[src/rtl/osd_spi_ctrl_if.sv]
// osd_spi_ctrl_if: SPI input lines plus the OSD buffer write port and status flags.
// The master side drives SPI; the slave side (osd_spi_ctrl) drives the write port.
interface osd_spi_ctrl_if;
  logic        sck;
  logic        ss;
  logic        sdi;
  logic        osd_enable;
  logic        wr_en;
  logic [10:0] wr_addr;
  logic [7:0]  wr_data;
  logic        busy;

  modport master (
    output sck, ss, sdi,
    input  osd_enable, wr_en, wr_addr, wr_data, busy
  );

  modport slave (
    input  sck, ss, sdi,
    output osd_enable, wr_en, wr_addr, wr_data, busy
  );
endinterface

[src/rtl/osd_spi_ctrl.sv]
// osd_spi_ctrl: oversampled SPI command decoder and OSD buffer write sequencer (pclk only).
// Define OSD_SPI_CLEAR_EN to add the buffer-clear sequencer (command 0x30).
module osd_spi_ctrl #(
  parameter int unsigned SYNC_STAGES = 2
) (
  input logic           i_pclk,
  input logic           i_rst,
  osd_spi_ctrl_if.slave io_bus
);

  typedef enum logic [1:0] {StIdle, StCmd, StWrite, StIgnore} state_e;

  logic [SYNC_STAGES-1:0] r_sck_sync, r_ss_sync, r_sdi_sync;
  logic                   r_sck_d, r_ss_d;
  logic                   w_sck, w_ss, w_sdi, w_sck_rise, w_ss_fall;

  logic [2:0]  r_bit_cnt;
  logic [7:0]  r_shift, r_byte;
  logic        r_byte_done;

  state_e      r_state, w_state_d;
  logic [10:0] r_bcnt, w_bcnt_d;
  logic        r_osd_en, w_osd_en_d;
  logic        w_spi_wr, w_cmd_write;

  logic        r_wr_en;
  logic [10:0] r_wr_addr;
  logic [7:0]  r_wr_data;

`ifdef OSD_SPI_CLEAR_EN
  logic        r_busy, w_clr_start;
  logic [10:0] r_clr_addr;
`endif

  assign w_sck      = r_sck_sync[SYNC_STAGES-1];
  assign w_ss       = r_ss_sync[SYNC_STAGES-1];
  assign w_sdi      = r_sdi_sync[SYNC_STAGES-1];
  assign w_sck_rise = w_sck & ~r_sck_d;
  // ss chain resets low so a reset during a transfer never fakes a falling edge
  assign w_ss_fall  = r_ss_d & ~w_ss;

  always_ff @(posedge i_pclk) begin
    if (i_rst) begin
      r_sck_sync <= '0;
      r_ss_sync  <= '0;
      r_sdi_sync <= '0;
      r_sck_d    <= 1'b0;
      r_ss_d     <= 1'b0;
    end else begin
      r_sck_sync <= {r_sck_sync[SYNC_STAGES-2:0], io_bus.sck};
      r_ss_sync  <= {r_ss_sync[SYNC_STAGES-2:0], io_bus.ss};
      r_sdi_sync <= {r_sdi_sync[SYNC_STAGES-2:0], io_bus.sdi};
      r_sck_d    <= w_sck;
      r_ss_d     <= w_ss;
    end
  end

  always_ff @(posedge i_pclk) begin
    if (i_rst) begin
      r_bit_cnt   <= '0;
      r_shift     <= '0;
      r_byte      <= '0;
      r_byte_done <= 1'b0;
    end else begin
      r_byte_done <= 1'b0;
      if (w_ss) begin
        r_bit_cnt <= '0;
      end else if (w_sck_rise) begin
        r_shift   <= {r_shift[6:0], w_sdi};
        r_bit_cnt <= r_bit_cnt + 3'd1;
        if (r_bit_cnt == 3'd7) begin
          r_byte_done <= 1'b1;
          r_byte      <= {r_shift[6:0], w_sdi};
        end
      end
    end
  end

  assign w_cmd_write = (r_byte[7:3] == 5'b00100);

  always_ff @(posedge i_pclk) begin
    if (i_rst) r_state <= StIdle;
    else       r_state <= w_state_d;
  end

  always_comb begin
    w_state_d = r_state;
    if (w_ss) begin
      w_state_d = StIdle;
    end else begin
      unique case (r_state)
        StIdle:  if (w_ss_fall) w_state_d = StCmd;
        StCmd:   if (r_byte_done) w_state_d = w_cmd_write ? StWrite : StIgnore;
        default: ;
      endcase
    end
  end

  always_comb begin
    w_spi_wr   = 1'b0;
    w_bcnt_d   = r_bcnt;
    w_osd_en_d = r_osd_en;
`ifdef OSD_SPI_CLEAR_EN
    w_clr_start = 1'b0;
`endif
    if (r_byte_done) begin
      unique case (r_state)
        StCmd: begin
          if (w_cmd_write) w_bcnt_d = {r_byte[2:0], 8'h00};
          else if (r_byte[7:4] == 4'b0100) w_osd_en_d = r_byte[0];
`ifdef OSD_SPI_CLEAR_EN
          else if (r_byte[7:3] == 5'b00110 && !r_busy) w_clr_start = 1'b1;
`endif
        end
        StWrite: begin
          w_spi_wr = 1'b1;
          w_bcnt_d = r_bcnt + 11'd1;
        end
        default: ;
      endcase
    end
  end

  always_ff @(posedge i_pclk) begin
    if (i_rst) begin
      r_bcnt    <= '0;
      r_osd_en  <= 1'b0;
      r_wr_en   <= 1'b0;
      r_wr_addr <= '0;
      r_wr_data <= '0;
    end else begin
      r_bcnt   <= w_bcnt_d;
      r_osd_en <= w_osd_en_d;
      r_wr_en  <= 1'b0;
      if (w_spi_wr) begin
        r_wr_en   <= 1'b1;
        r_wr_addr <= r_bcnt;
        r_wr_data <= r_byte;
      end
`ifdef OSD_SPI_CLEAR_EN
      else if (r_busy) begin
        r_wr_en   <= 1'b1;
        r_wr_addr <= r_clr_addr;
        r_wr_data <= 8'h00;
      end
`endif
    end
  end

`ifdef OSD_SPI_CLEAR_EN
  // SPI writes own the port; the clear address only advances on cycles it wins
  always_ff @(posedge i_pclk) begin
    if (i_rst) begin
      r_busy     <= 1'b0;
      r_clr_addr <= '0;
    end else if (r_busy) begin
      if (!w_spi_wr) begin
        r_clr_addr <= r_clr_addr + 11'd1;
        if (r_clr_addr == 11'h7FF) r_busy <= 1'b0;
      end
    end else if (w_clr_start) begin
      r_busy     <= 1'b1;
      r_clr_addr <= '0;
    end
  end

  assign io_bus.busy = r_busy;
`else
  assign io_bus.busy = 1'b0;
`endif

  assign io_bus.osd_enable = r_osd_en;
  assign io_bus.wr_en      = r_wr_en;
  assign io_bus.wr_addr    = r_wr_addr;
  assign io_bus.wr_data    = r_wr_data;

endmodule

[src/flat_wrapper.sv]
// flat-port wrapper written by rule: the top's interface ports become plain ports
module osd_spi_ctrl_flat 
#(
  parameter int unsigned SYNC_STAGES = 2
)
  (i_pclk, i_rst, io_bus_sck, io_bus_ss, io_bus_sdi, io_bus_osd_enable, io_bus_wr_en, io_bus_wr_addr, io_bus_wr_data, io_bus_busy);
  osd_spi_ctrl_if io_bus_i ();
  input logic i_pclk;
  input logic i_rst;
  input wire logic [$bits(io_bus_i.sck)-1:0] io_bus_sck;
  input wire logic [$bits(io_bus_i.ss)-1:0] io_bus_ss;
  input wire logic [$bits(io_bus_i.sdi)-1:0] io_bus_sdi;
  output wire logic [$bits(io_bus_i.osd_enable)-1:0] io_bus_osd_enable;
  output wire logic [$bits(io_bus_i.wr_en)-1:0] io_bus_wr_en;
  output wire logic [$bits(io_bus_i.wr_addr)-1:0] io_bus_wr_addr;
  output wire logic [$bits(io_bus_i.wr_data)-1:0] io_bus_wr_data;
  output wire logic [$bits(io_bus_i.busy)-1:0] io_bus_busy;
  assign io_bus_i.sck = io_bus_sck;
  assign io_bus_i.ss = io_bus_ss;
  assign io_bus_i.sdi = io_bus_sdi;
  assign io_bus_osd_enable = io_bus_i.osd_enable;
  assign io_bus_wr_en = io_bus_i.wr_en;
  assign io_bus_wr_addr = io_bus_i.wr_addr;
  assign io_bus_wr_data = io_bus_i.wr_data;
  assign io_bus_busy = io_bus_i.busy;
  osd_spi_ctrl #(.SYNC_STAGES(SYNC_STAGES)) u_core (.i_pclk(i_pclk), .i_rst(i_rst), .io_bus(io_bus_i));
endmodule
[config.mk]
export PLATFORM = sky130hd
export DESIGN_NAME = osd_spi_ctrl_flat
export DESIGN_NICKNAME = d
export VERILOG_FILES = /design/src/rtl/osd_spi_ctrl_if.sv /design/src/rtl/osd_spi_ctrl.sv /design/src/flat_wrapper.sv
export SDC_FILE = /design/constraint.sdc
export NUM_CORES = 1
export LEC_CHECK = 0
export ABC_AREA = 0
export CAP_MARGIN = 25
export CORE_MARGIN = 2
export CORE_UTILIZATION = 59
export DETAILED_ROUTE_END_ITERATION = 8
export HOLD_SLACK_MARGIN = 0.03
export PLACE_DENSITY = 0.8
export SYNTH_ARGS = -nofsm -noshare
export SYNTH_HDL_FRONTEND = slang
export SYNTH_SLANG_ARGS = --single-unit
[constraint.sdc]
create_clock -name i_pclk -period 2.4 [get_ports i_pclk]
set_clock_uncertainty 0.2 [all_clocks]
set_input_delay 0.48 -clock i_pclk [delete_from_list [all_inputs] [get_ports i_pclk]]
set_output_delay 0.48 -clock i_pclk [all_outputs]
set_load 0.02 [all_outputs]
==> metrics.md <==
| Metric | Value |
|---|---|
| Global-route wire length before repair | ~7500 um |
| Slowest cell delay on critical path | roughly 600 ps |
| Post-Syn Instances | around 270 |
| LEAKAGE | 0.001023 uW |
| Top-area cell type share of the netlist area | 0.5142 |
| Fin crit share | 0.8207 |
| Critical path launch point type | register |
| Fin. max-slew vios | 0 |
| Total CTS buffers | 9 |
| Synth warn | 0 |
| R2R Setup Slk | 660 ps |
| Finished Layout Cells | 350 |
| Synth top area cells | dfxtp_1 51%, nand2_1 9.5%, a21oi_1 7.4%, mux2i_1 5.1%, nor2b_1 3.2% |
| Top Ports | 27 |
| Sequential share of the synthesized area | 0.5142 |
| Setup repair bufs after CTS | 0 |
| Crit-path cells | clkdlybuf4s50_1 |
| Global placement routability congestion | ~0.85 |
| Critical path peak fanout | 2 |
| Cell Area, Placed | 2654 sq um |
| R2R depth | 5 |
| CTS resizes | 0 |
| H-Tree Depth | 3 |
| Met2 Usage GRT | 0.3762 |
| Final HPWL DP | roughly 3200 um |
| Synth Cell Area | around 2400 sq um |
| Final instance area | between 2000 and 3000 sq um |
| Vias in the first global route | ~1700 |
| VDD IR max | just over 0.5 mV |
| CP Class | reg2out |
| Crit-path leading delay family | buffers and inverters |
| Synth Flop Type | dfxtp_1 |
| Pwr Total | between 2000 and 2500 uW |
| Outcome | complete, no violations |
| Worst path bufs/invs | 1 |
| Largest net degree at the start of global routing | 23 |
| Worst Hold Endpoint | u_core.r_sck_sync[1] |
| Fin nets | around 300 |
| Initial antenna violation count | 0 |
| Core Area | around 4000 sq um |
| Routed len/inst | 13.09 um |
| Via density per instance | about 5.5 |
| Critical path capture point type | output port |
| Avg Cell Area, Syn | ~8.9 sq um |
| Setup-failing EPs final | 0 |
| Drt first pass iters | 4 |
| Reg-to-Reg End | u_core.r_bcnt[9] |
| Pre-CTS setup slack | between 600 and 700 ps |
| Total negative slack | 0 ps |
| Initial DRC count | around 140 |
| Distinct cells, synth | 45 |
| Met3 GRT Util | 0.05000 |
| TritonCTS clock tree | built |
| Gr usage total | 0.2235 |
| EDFF count, synth | 0 |
| Layer with the highest usage | met2 |
| Die Wd | ~67 um |
| Initial Util | 0.6023 |
| Die Y | 67.45 um |
| Commonest cells after routing, fill and taps aside | 61 x dfxtp_1, 60 x nand2_1, 35 x a21oi_1 |
| Yosys top cell by area | dfxtp_1 |
| # port buffers | 25 |
| CTS max path bufs | 2 |
| Grt ovf | 0 |
| Die area | approximately 4500 sq um |
| Antenna Cells | 0 |
| Layout cells sized above 1 | 0.09000 |
| Hold wc startpoint | u_core.r_sck_sync[0] |
| Residual DRC | 0 |
| P&R area growth vs syn | 21.23% |
| Slowest CP cell | clkdlybuf4s50_1 |
| Post-synth ARST share | 0 |
| GR Util met1 | 0.2563 |
| Detail Route Antenna Nets | 0 |
| Final hold violations | 0 |
| Commonest non-fill, non-tap cell in the layout | dfxtp_1 |
| Slack of the critical path | approximately 430 ps |
| Sink Count | 61 |
| Hold Path Cell Cnt | 1 |
| Syn Nets | approximately 280 |
| Rows | 23 |
| CTS Root Cell | clkbuf_8 |
| FF-to-FF Start | u_core.r_state[0] |
| Final wirelength | around 4600 um |
| Pwr per Cell Area | 719.9 nW/um^2 |
| Via count | roughly 1900 |
| Max-cap viol count | 0 |
| Clock slew seen by the registers of the worst setup and hold paths | ~60 ps |
| Placed Cells | ~330 |
| Fmax | slightly above 0.5 GHz |
| Type of the worst min-delay path | reg2reg |
| Required time of the critical path | between 1500 and 2000 ps |
| CTS hold repair buffers | 0 |
| Fin crit period | slightly below 2000 ps |
| RSZ-0062 raised after global routing | false |
| Synthesized flop and latch total | 61 |
| Crit path DAT | between 1000 and 1500 ps |
| Clk_lat worst skew | about 330 ps |
-- registers in the layout, indices dropped and copies added, names as in the netlist --
signal	count
u_core.io_bus.osd_enable	1
u_core.r_sck_sync	2
u_core.r_ss_d	1
u_core.r_byte_done	1
u_core.r_sdi_sync	2
u_core.io_bus.wr_addr	11
u_core.r_ss_sync	2
u_core.r_byte	8
u_core.r_state	2
u_core.r_bcnt	11
u_core.r_bit_cnt	3
u_core.r_shift	7
u_core.io_bus.wr_data	8
u_core.r_sck_d	1
u_core.io_bus.wr_en	1
-- layout make-up --
cell class                 instances  area, sq um
fill                             294         1064
tap                               50        62.56
clock inverter                     4        70.07
timing repair buffer              30        282.8
inverter                           3        11.26
clock buffer                      12        155.1
sequential                        61         1221
multi-input combinational        190         1076
-- per-stage QoR --
step                hold WS [ps]    util
CTS                        241.1  0.7302
detailed placement         225.4  0.6731
finish                     239.0  0.7302
floorplan                  213.8       -
global placement           217.5  0.6731
global route               251.4  0.7302
-- layer usage --
metal,wire [um],vias to the layer above
met5,0,-
met1,2071,907
met3,147,8
li1,-,970
met4,74,0
met2,2288,32
-- report_power, final --
group,switching [uW],internal (uW)
Clock,369,638
Combinational,24.4,17.4
Sequential,4.13,1020
Total,397,1680
-- cell usage after synthesis (all sizes together), types with 2 or more instances --
| cell type | instances |
|---|---|
| nand4 | 3 |
| clkbuf | 10 |
| dfxtp | 61 |
| nor3 | 5 |
| a31oi | 2 |
| nor2 | 16 |
| nand2 | 60 |
| o21bai | 2 |
| nor3b | 2 |
| o21a | 2 |
| mux2i | 12 |
| or3 | 4 |
| nand3 | 4 |
| ha | 3 |
| and2 | 3 |
| inv | 3 |
| buf | 4 |
| nor2b | 12 |
| and3b | 2 |
| o21ai | 6 |
| a21oi | 35 |
-- worst max path at each step --
stage	startpoint	slack (ps)	end	depth (start not counted)
2_1_floorplan	u_core.r_state[1]	860	u_core.r_bcnt[10]	5
3_3_place_gp	u_core.r_state[0]	740	u_core.r_bcnt[8]	5
3_5_place_dp	u_core.r_state[0]	690	u_core.r_bcnt[9]	5
4_1_cts	u_core.io_bus.wr_data[1]	420	io_bus_wr_data[1]	1
5_1_grt	u_core.io_bus.wr_data[2]	380	io_bus_wr_data[2]	1
6_report	u_core.io_bus.wr_data[1]	430	io_bus_wr_data[1]	1
-- logic make-up (layout without fill, tap and decap cells) --
family / after synthesis / in the layout / synth area share
AOI/OAI and AO/OA: 55 / 55 / 0.1417
xor gates and xnor gates: 1 / 1 / 0.003689
adders and majority gates: 3 / 3 / 0.01581
buffers and inverters: 17 / 49 / 0.03267
DFF: 61 / 61 / 0.5142
muxes: 12 / 12 / 0.05058
other: 1 / 1 / 0.001579
and+or+nand+nor: 118 / 118 / 0.2397
No activity file was read; power rests on OpenSTA's default activity.
